File: config.mk
export PLATFORM = sky130hd
export DESIGN_NAME = activity_monitor
export DESIGN_NICKNAME = d
export VERILOG_FILES = /design/src/rtl/activity_monitor.sv
export SDC_FILE = /design/constraint.sdc
export NUM_CORES = 1
export LEC_CHECK = 0
export CAP_MARGIN = 20
export CORE_MARGIN = 5
export CORE_UTILIZATION = 56
export CTS_CLUSTER_DIAMETER = 50
export CTS_CLUSTER_SIZE = 12
export DETAILED_ROUTE_END_ITERATION = 8
export PLACE_DENSITY = 0.78
export SLEW_MARGIN = 20
export SYNTH_ARGS = -nofsm -noshare
export SYNTH_HDL_FRONTEND = slang
export SYNTH_SLANG_ARGS = --single-unit
export TNS_END_PERCENT = 50
File: constraint.sdc
create_clock -name clk -period 2.6 [get_ports clk]
set_input_delay 0.52 -clock clk [delete_from_list [all_inputs] [get_ports clk]]
set_output_delay 0.52 -clock clk [all_outputs]
set_load 0.05 [all_outputs]
File: src/rtl/activity_monitor.sv
// activity_monitor: synchronised per-channel edge detector with boot pulse, last-channel report and idle timer.
// Optional per-channel debounce stage is compiled in when ACTIVITY_MONITOR_DEBOUNCE_EN is defined.
module activity_monitor #(
  parameter int unsigned CHANNELS          = 6,
  parameter int unsigned EDGE_MODE         = 0,
  parameter int unsigned BOOT_PULSE_CYCLES = 1,
  parameter int unsigned IDLE_CYCLES       = 1000000,
  parameter int unsigned DEBOUNCE_CYCLES   = 4
) (
  input  logic                                              clk,
  input  logic                                              reset_n,
  input  logic [CHANNELS-1:0]                               s,
  output logic [CHANNELS-1:0]                               ch_pulse,
  output logic                                              boot,
  output logic                                              activity,
  output logic [((CHANNELS > 1) ? $clog2(CHANNELS) : 1)-1:0] last_ch,
  output logic                                              idle
);

  localparam int unsigned LW = (CHANNELS > 1) ? $clog2(CHANNELS) : 1;
  localparam int unsigned BW = (BOOT_PULSE_CYCLES > 0) ? $clog2(BOOT_PULSE_CYCLES + 1) : 1;
  localparam int unsigned IW = $clog2(IDLE_CYCLES + 1);

  if (CHANNELS < 1 || CHANNELS > 32) begin : g_bad_channels
    $error("activity_monitor: CHANNELS must be 1..32");
  end
  if (EDGE_MODE > 2) begin : g_bad_edge_mode
    $error("activity_monitor: EDGE_MODE must be 0, 1 or 2");
  end
  if (IDLE_CYCLES < 1) begin : g_bad_idle
    $error("activity_monitor: IDLE_CYCLES must be at least 1");
  end
  if (DEBOUNCE_CYCLES < 1) begin : g_bad_debounce
    $error("activity_monitor: DEBOUNCE_CYCLES must be at least 1");
  end

  logic [CHANNELS-1:0] sync1_q;
  logic [CHANNELS-1:0] sync2_q;
  logic [CHANNELS-1:0] q_w;
  logic [CHANNELS-1:0] p_q;
  logic [CHANNELS-1:0] edge_w;
  logic [CHANNELS-1:0] ch_pulse_q;
  logic [LW-1:0]       last_ch_q;
  logic [LW-1:0]       last_ch_d;
  logic [BW-1:0]       boot_cnt_q;
  logic [BW-1:0]       boot_cnt_d;
  logic                boot_q;
  logic                boot_d;
  logic [IW-1:0]       idle_cnt_q;
  logic [IW-1:0]       idle_cnt_d;
  logic                idle_q;
  logic                idle_d;
  logic                activity_w;

  always_ff @(posedge clk or negedge reset_n) begin
    if (!reset_n) begin
      sync1_q <= '0;
      sync2_q <= '0;
    end else begin
      sync1_q <= s;
      sync2_q <= sync1_q;
    end
  end

`ifdef ACTIVITY_MONITOR_DEBOUNCE_EN
  localparam int unsigned DW = (DEBOUNCE_CYCLES > 1) ? $clog2(DEBOUNCE_CYCLES) : 1;

  logic [CHANNELS-1:0] q_q;
  logic [CHANNELS-1:0] q_d;
  logic [DW-1:0]       db_cnt_q [CHANNELS];
  logic [DW-1:0]       db_cnt_d [CHANNELS];

  // q only follows sync2 after DEBOUNCE_CYCLES consecutive mismatching samples
  always_comb begin
    q_d = q_q;
    for (int unsigned i = 0; i < CHANNELS; i++) begin
      db_cnt_d[i] = '0;
      if (sync2_q[i] != q_q[i]) begin
        if (db_cnt_q[i] == DW'(DEBOUNCE_CYCLES - 1)) begin
          q_d[i] = sync2_q[i];
        end else begin
          db_cnt_d[i] = db_cnt_q[i] + DW'(1);
        end
      end
    end
  end

  always_ff @(posedge clk or negedge reset_n) begin
    if (!reset_n) begin
      q_q <= '0;
      for (int unsigned i = 0; i < CHANNELS; i++) begin
        db_cnt_q[i] <= '0;
      end
    end else begin
      q_q <= q_d;
      for (int unsigned i = 0; i < CHANNELS; i++) begin
        db_cnt_q[i] <= db_cnt_d[i];
      end
    end
  end

  assign q_w = q_q;
`else
  assign q_w = sync2_q;
`endif

  always_comb begin
    if (EDGE_MODE == 1) begin
      edge_w = ~q_w & p_q;
    end else if (EDGE_MODE == 2) begin
      edge_w = q_w ^ p_q;
    end else begin
      edge_w = q_w & ~p_q;
    end
  end

  // Scanning downwards leaves the lowest set index as the final assignment
  always_comb begin
    last_ch_d = last_ch_q;
    for (int unsigned i = CHANNELS; i > 0; i--) begin
      if (edge_w[i-1]) begin
        last_ch_d = LW'(i - 1);
      end
    end
  end

  always_comb begin
    boot_cnt_d = boot_cnt_q;
    boot_d     = 1'b0;
    if (boot_cnt_q != '0) begin
      boot_cnt_d = boot_cnt_q - BW'(1);
      boot_d     = 1'b1;
    end
  end

  assign activity_w = (|ch_pulse_q) | boot_q;

  always_comb begin
    idle_cnt_d = idle_cnt_q;
    idle_d     = idle_q;
    if (activity_w) begin
      idle_cnt_d = '0;
      idle_d     = 1'b0;
    end else if (idle_cnt_q != IW'(IDLE_CYCLES)) begin
      idle_cnt_d = idle_cnt_q + IW'(1);
      if (idle_cnt_d == IW'(IDLE_CYCLES)) begin
        idle_d = 1'b1;
      end
    end
  end

  always_ff @(posedge clk or negedge reset_n) begin
    if (!reset_n) begin
      p_q        <= '0;
      ch_pulse_q <= '0;
      last_ch_q  <= '0;
      boot_cnt_q <= BW'(BOOT_PULSE_CYCLES);
      boot_q     <= 1'b0;
      idle_cnt_q <= '0;
      idle_q     <= 1'b0;
    end else begin
      p_q        <= q_w;
      ch_pulse_q <= edge_w;
      last_ch_q  <= last_ch_d;
      boot_cnt_q <= boot_cnt_d;
      boot_q     <= boot_d;
      idle_cnt_q <= idle_cnt_d;
      idle_q     <= idle_d;
    end
  end

  assign ch_pulse = ch_pulse_q;
  assign boot     = boot_q;
  assign activity = activity_w;
  assign last_ch  = last_ch_q;
  assign idle     = idle_q;

endmodule
==> results of run 1 <==
state kept, by name (all words and copies together) (netlist names):
| signal | cells |
|---|---|
| boot_cnt_q | 1 |
| last_ch | 3 |
| boot | 1 |
| q_w | 6 |
| sync1_q | 6 |
| ch_pulse | 6 |
| p_q | 6 |
| idle | 1 |
| idle_cnt_q | 20 |
cell families after synthesis:
family                     Yosys count  share of synthesized area (%)
AOI/OAI and AO/OA                   16                          4.841
xor gates and xnor gates            19                          7.316
adders and majority gates            3                          1.650
buffers and inverters               15                          3.245
DFF                                 50                          55.06
muxes                                4                          1.980
other                                1                         0.1649
and+or+nand+nor                    109                          25.74
metrics by stage:
stage	worst slack, ns	utilization [%]	hold WS (ns)
after floorplan	0.4177	-	0.2244
after global placement	0.3523	62.79	0.3324
after detailed placement	0.2283	62.79	0.3389
after CTS	0.1693	65.22	0.3254
after global routing	0.03242	65.22	0.3549
final	0.1726	65.22	0.3010
final timing paths:
path	start	end	slack (ns)	cells after the start
max	idle_cnt_q[1]	idle	0.17	7
min	reset_n	ch_pulse[4]	0.30	2
max reg2reg	idle_cnt_q[1]	idle	0.17	7
min reg2reg	sync1_q[4]	q_w[4]	0.36	0
max in group asynchronous	reset_n	idle_cnt_q[3]	1.90	2
min in group clk	sync1_q[4]	q_w[4]	0.36	0
synthesized netlist by cell type, types with 3 or more instances:
library cell / count
nor2_1: 38
nor3_1: 4
a21oi_1: 3
xor2_1: 10
dfrtp_1: 49
nand3_1: 11
xnor2_1: 9
ha_1: 3
o21ai_0: 3
nor4_1: 4
buf_2: 6
mux2i_1: 3
inv_1: 4
nand4_1: 8
nand2_1: 15
nor2b_1: 7
and4b_1: 3
power groups by stage:
stage | clock, W | sequential [W] | combinational (W)
6_report | 0.000469 | 0.000816 | 0.000117
4_1_cts | 0.000480 | 0.000816 | 0.000119
5_1_grt | 0.000527 | 0.000819 | 0.000127
2_1_floorplan | 0 | 0.000865 | 0.0000255
3_5_place_dp | 0 | 0.000831 | 0.000119
3_3_place_gp | 0 | 0.000829 | 0.000117
cell type report:
class / instances / area (sq um)
Fill cell: 333 / 1381
Multi-Input combinational cell: 152 / 948.4
Inverter: 4 / 15.01
Clock buffer: 5 / 68.82
Sequential cell: 50 / 1252
Clock inverter: 3 / 28.78
Tap cell: 50 / 62.56
Timing Repair Buffer: 23 / 214.0
what timing repair did:
action | in CTS | in global routing
setup endpoints to repair | 1 | 0
hold buffers | 0 | 0
gates resized for setup | 1 | 0
routing by layer:
layer  GRT usage, %  share of wire, %  vias to the layer above
met5              0                 0                        -
met4          4.225              0.86                        0
met3          4.514               5.4                        4
met2          28.35                47                       48
met1          28.07                46                      798
li1               -                 -                      774
==> impl_summary.log, run 1 <==
[metrics] cell area after placement: 0.002494 sq mm
[metrics] Detailed Route WL: 4.531 mm
[metrics] switch share: 25.64%
[metrics] post-synthesis sequential area ratio: 55.06%
[metrics] cell breakdown of the critical path: ha_1 -> nand4_4 -> nor2_4 -> nand2_4 -> mux2_4 -> or4_1 -> o31ai_1
[metrics] sink count of the clock tree: 50
[metrics] proportion of layout cells with a drive suffix above 1: 8.861%
[metrics] count of placed standard cells in the final layout, fillers left out: 287
[metrics] count of buffer and inverter cells on the critical path: 0
[metrics] final instance area: 0.002590 sq mm
[metrics] skew final: 0.009635 ns
[metrics] headroom to the max-slew limit: 55.89%
[metrics] average wire length per cell after detail routing: 15.79 microns
[metrics] Pwr Total: 0.001402 W
[metrics] result of the run: complete, no violations
[metrics] pin count of the biggest net entering global routing: 51
[metrics] leakage component of the power: 1.039 nW
[metrics] Final Wtd Congestion: 0.8990
[metrics] CP required: 2.80 ns
[metrics] Max Cap Viol: 0
[metrics] Seq cells post-synth: 50
[metrics] setup repair after global routing missed its margin: no
[metrics] P&R area growth vs syn: 13.86%
[metrics] root buffer cell: clkbuf_8
[metrics] number of antenna violations at the first check in global routing: 0
[metrics] CP Max Fanout: 11
[metrics] average cell area after synthesis: 10.48 sq um
[metrics] CTS HTree Levels: 2
[metrics] number of post-CTS setup repair buffers: 0
[metrics] router iterations before antenna repair: 4
[metrics] count of antenna diodes in the layout: 0
[metrics] Reg power frac: 58.2%
[metrics] Synth cell types: 47
[metrics] Synth Net Count: 228
[metrics] standard-cell rows: 23
[metrics] post-route minimum period: 2.427 ns
[metrics] number of buffers created by CTS: 5
[metrics] top-level I/O count: 20
[metrics] most frequent standard cell in the layout excluding fill and tap cells: dfrtp_1
[metrics] synth top area cells: dfrtp_1 54%, nor2_1 6.3%, xor2_1 3.9%
[metrics] switching power total: 0.0003594 W
[metrics] Slowest-stage cell, CP: dfrtp_1
[metrics] Max Fclk: 412.0 MHz
[metrics] total core area: 0.003971 sq mm
[metrics] post-synthesis cell type with the largest combined area: dfrtp_1
[metrics] endpoints failing setup: 0
[metrics] most used flip-flop cell after synthesis: dfrtp_1
[metrics] summed negative setup slack over all endpoints: 0 ns
[metrics] fraction of power consumed by the clock network: 33.5%
[metrics] starting density of the core: 57.28%
[metrics] Setup CP Type: flip-flop to flip-flop
[metrics] Final Slew Violations: 0
[metrics] TritonCTS clock tree: built
[metrics] post-synthesis cell count: 217
[metrics] netlist area before placement: 0.002275 sq mm
[metrics] total die area: 0.005437 sq mm
[metrics] cell area power density: 541.2 mW/mm^2
[metrics] Die Ht: 73.74 microns
[metrics] DRC errors left: 0
[metrics] maximum VDD drop: 0.4408 mV
[metrics] Data arrival, critical path: 2.63 ns
[metrics] async set or reset register ratio after synthesis: 100.0%
[metrics] most frequent cells in the layout: 49 x dfrtp_1, 38 x nor2_1, 17 x clkdlybuf4s50_1
[metrics] buffer levels on the longest clock path: 2
[metrics] number of hold-slack violations in the final timing report: 0
[metrics] share of the synthesized area in the top cell type: 53.91%
[metrics] violation count after the first detailed-routing iteration: 89
[metrics] global-route wire length before repair: 7.831 mm
[metrics] number of vias per cell after detailed routing: 5.659
[metrics] endpoint kind of the worst setup timing path: flip-flop
[metrics] warning count from the yosys run: 0
[metrics] number of nets with antenna violations after routing: 0
[metrics] worst hold path class: primary input to asynchronous set/reset pin
[metrics] die width: 73.74 microns
[metrics] element type at the critical path start: flip-flop
[metrics] P_int: 0.001042 W
[metrics] clock insertion delay at the later pin of the skew report: 0.30 ns
[metrics] combinational share of power: 8.3%
[metrics] number of enable flip-flop cells after synthesis: 0
[metrics] worst slew pin tran: 0.6557 ns
[metrics] final cycle utilization of the critical path: 93.36%
[metrics] Worst-path clk slew: 0.10 ns
[metrics] number of port buffers: 19
[metrics] dpl hpwl: 3.279 mm
[metrics] crit-path leading delay family: simple AND/OR/NAND/NOR gates
[metrics] Placed Cells: 279
[metrics] total global-route track usage: 18.96%
[metrics] number of nets in the final layout: 247
[metrics] CP peak stage delay: 0.47 ns
[metrics] detailed-route via count: 1624
[metrics] overflow left after global routing: 0
[metrics] vias in the first global route: 1557
Note: power is estimated with default switching activity, not from simulation.
==> run 2: changes to the inputs <==
SLEW_MARGIN = unset   (was 20)
==> results of run 2 <==
Same layout as run 1: the final DEF is identical, and so are final timing and power.
